==> src/rtl/oddeven_sort_engine.sv <==
// Odd-even transposition sorter, one compare-swap phase per cycle; done/busy handshake.
// Latency k+1 cycles after accepted start (2 <= k <= N phases); start is ignored while busy.
module oddeven_sort_engine #(
  parameter int WIDTH = 8,
  parameter int N     = 5
) (
  input  logic                    i_clk,
  input  logic                    i_rst,
  input  logic                    i_start,
  input  logic                    i_descending,
  input  logic [N*WIDTH-1:0]      i_in_data,
  output logic                    o_busy,
  output logic                    o_done,
  output logic [N*WIDTH-1:0]      o_out_data,
  output logic [$clog2(N+1)-1:0]  o_phases
);

  localparam int PW = $clog2(N+1);

  typedef enum logic [1:0] {S_IDLE, S_SORT, S_FINISH} state_t;

  state_t             r_state;
  state_t             w_state_nxt;
  logic [WIDTH-1:0]   r_a     [N];
  logic [WIDTH-1:0]   w_a_nxt [N];
  logic               r_desc;
  logic               r_prev_clean;
  logic [PW-1:0]      r_pcnt;
  logic [PW-1:0]      w_pcnt_nxt;
  logic               w_clean;
  logic               w_exit;
  logic               w_busy;
  logic               w_done;
  logic [N*WIDTH-1:0] r_out_data;
  logic [PW-1:0]      r_phases;

  // Pairs start at index 0 on even phases and index 1 on odd phases; pairs never overlap.
  always_comb begin
    w_a_nxt = r_a;
    w_clean = 1'b1;
    for (int i = 0; i < N-1; i++) begin
      if ((i % 2) == int'(r_pcnt[0])) begin
        if (r_desc ? (r_a[i] < r_a[i+1]) : (r_a[i] > r_a[i+1])) begin
          w_a_nxt[i]   = r_a[i+1];
          w_a_nxt[i+1] = r_a[i];
          w_clean      = 1'b0;
        end
      end
    end
  end

  assign w_pcnt_nxt = r_pcnt + PW'(1);
  assign w_exit     = (w_clean && r_prev_clean) || (w_pcnt_nxt == PW'(N));

  always_ff @(posedge i_clk) begin
    if (i_rst) r_state <= S_IDLE;
    else       r_state <= w_state_nxt;
  end

  always_comb begin
    w_state_nxt = r_state;
    w_busy      = 1'b0;
    w_done      = 1'b0;
    case (r_state)
      S_IDLE: begin
        if (i_start) w_state_nxt = S_SORT;
      end
      S_SORT: begin
        w_busy = 1'b1;
        if (w_exit) w_state_nxt = S_FINISH;
      end
      S_FINISH: begin
        w_busy      = 1'b1;
        w_done      = 1'b1;
        w_state_nxt = S_IDLE;
      end
      default: w_state_nxt = S_IDLE;
    endcase
  end

  // Result registers load on the final phase edge so they are valid in the FINISH cycle.
  always_ff @(posedge i_clk) begin
    if (i_rst) begin
      for (int i = 0; i < N; i++) r_a[i] <= '0;
      r_desc       <= 1'b0;
      r_prev_clean <= 1'b0;
      r_pcnt       <= '0;
      r_out_data   <= '0;
      r_phases     <= '0;
    end else begin
      case (r_state)
        S_IDLE: begin
          if (i_start) begin
            for (int i = 0; i < N; i++) r_a[i] <= i_in_data[i*WIDTH +: WIDTH];
            r_desc       <= i_descending;
            r_prev_clean <= 1'b0;
            r_pcnt       <= '0;
          end
        end
        S_SORT: begin
          r_a          <= w_a_nxt;
          r_pcnt       <= w_pcnt_nxt;
          r_prev_clean <= w_clean;
          if (w_exit) begin
            for (int i = 0; i < N; i++) r_out_data[i*WIDTH +: WIDTH] <= w_a_nxt[i];
            r_phases <= w_pcnt_nxt;
          end
        end
        default: begin
        end
      endcase
    end
  end

  assign o_busy     = w_busy;
  assign o_done     = w_done;
  assign o_out_data = r_out_data;
  assign o_phases   = r_phases;

endmodule

==> config.mk <==
export PLATFORM = sky130hd
export DESIGN_NAME = oddeven_sort_engine
export DESIGN_NICKNAME = d
export VERILOG_FILES = /design/src/rtl/oddeven_sort_engine.sv
export SDC_FILE = /design/constraint.sdc
export NUM_CORES = 1
export LEC_CHECK = 0
export CORE_MARGIN = 2
export CORE_UTILIZATION = 39
export DETAILED_ROUTE_END_ITERATION = 7
export DONT_BUFFER_PORTS = 1
export GPL_TIMING_DRIVEN = 0
export PLACE_DENSITY = 0.55
export REMOVE_ABC_BUFFERS = 1
export SYNTH_ARGS = -nofsm -noshare
export SYNTH_HDL_FRONTEND = slang
export SYNTH_SLANG_ARGS = --single-unit
==> constraint.sdc <==
create_clock -name i_clk -period 4.3 [get_ports i_clk]
set_clock_uncertainty 0.05 [all_clocks]
set_input_delay 0.645 -clock i_clk [delete_from_list [all_inputs] [get_ports i_clk]]
set_output_delay 0.645 -clock i_clk [all_outputs]
set_load 0.1 [all_outputs]
==> impl_metrics.py <==
metrics = {
    "worst_hold_path": {
        "worst_hold_path.endpoint": "r_a[9]$_SDFFE_PP0P_",
        "hold_depth": 1,
        "hp-class": "input pin to flop",
        "worstHoldStart": "i_rst",
    },
    "worst_setup_path": {
        "timing.rr.start": "r_a[15]$_SDFFE_PP0P_",
        "r2r_setup_slack_ps": 470,
        "start_kind": "flop",
        "critical_path.top_delay_family": "compound AO/OA/AOI/OAI gates",
        "worstSetupPathType": "flop to flop",
        "end_kind": "flop",
        "cp_slowest_stage_delay_ps": 700,
        "reg2reg_depth": 10,
        "crit_arrival_ps": 4020,
        "critPathBufInv": 2,
        "cp_max_fo": 17,
        "cp_slowest_cell": "a41oi_4",
        "r2r_end": "o_out_data[1]$_SDFFE_PP0P_",
        "path_cells": "inv_1 > ha_1 > nand4_1 > nor2_1 > a2111oi_1 > a21o_1 > nor3_2 > a41oi_4 > buf_16 > mux2_2",
        "cp_data_required_time_ps": 4500,
    },
    "routing": {
        "vias": 5481,
        "routed_wl_mm": 17.7,
        "wl_per_cell_um": 20.9,
        "first_pass_iters": 7,
        "route.detailed.drc": 0,
        "drt_iter0_drc": 528,
        "ant_nets": 0,
        "viasPerCell": 6.44,
    },
    "synthesis": {
        "netlist_area_mm2": 0.00572,
        "ys_ff_latch": 90,
        "synthFlopType": "dfxtp_1",
        "synth_top_cell_by_area": "dfxtp_1",
        "netlist.area_leader.share_pct": 31.5,
        "syn_area_per_cell_um2": 8.10,
        "yosys-top-cells-area": "dfxtp_1, ha_1, a21oi_1, mux2i_1, nand4_1",
        "synth_cells": 706,
        "synthArstFlopShare_pct": 0,
        "ys_warn_count": 0,
        "synth.distinct_cells": 49,
        "yosysSeqAreaShare_pct": 31.5,
        "synth-edff-count": 0,
    },
    "die": {
        "rows": 44,
        "initial_utilization_pct": 39.6,
        "die_w_um": 125,
        "io_pins": 89,
        "core_mm2": 0.0144,
        "fp.dieH_um": 125,
        "dieArea_mm2": 0.0156,
    },
    "place": {
        "preCtsSetupSlack_ps": 5.06,
        "gp_congestion": 0.880,
        "port-buffer-count": 0,
        "dp_hpwl_mm": 12.2,
        "placed_cells": 836,
    },
    "timing": {
        "tightest_slew_ps": 1060,
        "period_needed_ps": 3830,
        "setup-violations-final": 0,
        "setup_ws_ps": 472,
        "hold_viol": 0,
        "fmax_mhz": 261,
        "maxSlewHeadroom_pct": 29.0,
        "report.final.slew_viol_count": 0,
        "rsz0062_at_grt": "false",
        "period_share_pct": 89.0,
    },
    "cells_and_area": {
        "n_antenna_cell": 0,
        "final_common_cell": "dfxtp_1",
        "final_nets": 744,
        "areaGrowthSynthToFinish_pct": 7.64,
        "layout_common_cells": "dfxtp_1, nand2_1, a21oi_1",
        "drive_above_1_share_pct": 7.05,
        "layout.cells.non_filler": 851,
    },
    "power_and_ir_drop": {
        "peakVddDrop_mv": 0.210,
        "leakage_nw": 2.36,
        "power_density_mw_per_mm2": 475,
    },
    "cts": {
        "numCtsBuffers": 9,
        "cts.sinks": 90,
        "h-tree-depth": 3,
        "clockBufferDepth": 2,
        "cts-root-buf": "clkbuf_16",
        "clkTransAtPathRegs_ps": 70,
        "cts_tree": "done",
        "clock_latency_ps": 360,
        "cts_hold_buf": 0,
    },
    "global_routing": {
        "antenna_found_initial": 0,
        "grt_max_degree": 69,
        "grt_util_all_layers_pct": 22.3,
        "grt_pass1_vias": 5342,
        "grt_overflow_total": 0,
        "grt_pass1_wl_mm": 28.4,
    },
    "status": {
        "status": "complete, no violations",
    },
    "run": {
        "max-cap-violations": 0,
    },
}
-- per-stage QoR --
step	setup TNS [ps]	power (mW)	hold slack (ps)	util (%)	instance area, µm²
floorplan	0	1.82	444	-	5460
global placement	-130580	2.09	459	39.5	5690
detailed placement	0	2.15	473	40.7	5860
CTS	0	2.92	305	42.5	6140
global route	0	3.12	299	42.7	6150
finish	0	2.92	360	42.7	6150
-- logic make-up after synthesis --
kind of cell	count (synthesis)	synth area share, %
adders and majority gates	37	8.10
DFF	90	31.5
buffers and inverters	99	7.05
xor gates and xnor gates	2	0.306
AOI/OAI and AO/OA	234	26.6
muxes	45	8.25
and+or+nand+nor	199	18.2
-- power by group --
group          switching, mW  internal [mW]
combinational          0.759          0.408
sequential            0.0953          0.897
clock                  0.346          0.421
-- per-layer routing --
metal  vias up  share of wire (%)  track usage, %
li1       2573                  -               -
met1      2641                 44            28.8
met2       244                 47            36.7
met3        23                6.9            5.61
met4         0                2.0            6.99
met5         -                  0               0
-- how the worst max path moves through the flow --
stage                                  from                         end  slack [ps]  depth (start not counted)
floorplan           r_state[1]$_SDFFE_PP0P_        r_a[32]$_SDFFE_PP0P_          20                          8
global placement    r_state[1]$_SDFFE_PP0P_        r_a[38]$_SDFFE_PP0P_       -2360                          8
detailed placement     r_a[30]$_SDFFE_PP0P_     r_state[0]$_SDFFE_PP0P_           5                          9
CTS                    r_a[30]$_SDFFE_PP0P_     r_state[0]$_SDFFE_PP0P_          60                          9
global route           r_a[15]$_SDFFE_PP0P_  o_out_data[5]$_SDFFE_PP0P_         170                         10
finish                 r_a[15]$_SDFFE_PP0P_  o_out_data[1]$_SDFFE_PP0P_         470                         10
-- registers in the layout, indices dropped and copies added (netlist names) --
name / flops
o_phases: 3
o_out_data: 40
r_state: 2
r_prev_clean: 1
r_a: 40
r_pcnt: 3
r_desc: 1
-- repair_timing --
item	4_1_cts	5_1_grt
buffers inserted	0	0
pin swaps	1	0
resized for setup	0	2
endpoints found under the setup margin	1	25
-- area by class of cell --
| cell class | count | area, µm² |
|---|---|---|
| tap | 184 | 230 |
| fill | 1452 | 8270 |
| inverter | 39 | 146 |
| clock inverter | 2 | 12.5 |
| multi-input combinational | 517 | 3570 |
| sequential | 90 | 1800 |
| timing repair buffer | 6 | 138 |
| clock buffer | 13 | 260 |
-- cell usage after synthesis, drive strengths merged (21+ instances only) --
cell type / number
nand3: 26
a21oi: 62
clkbuf: 46
inv: 39
dfxtp: 90
nand4: 42
o2111ai: 25
nor2b: 21
nand2: 69
o21ai: 54
mux2i: 28
ha: 37
No activity file was read; power rests on OpenSTA's default activity.
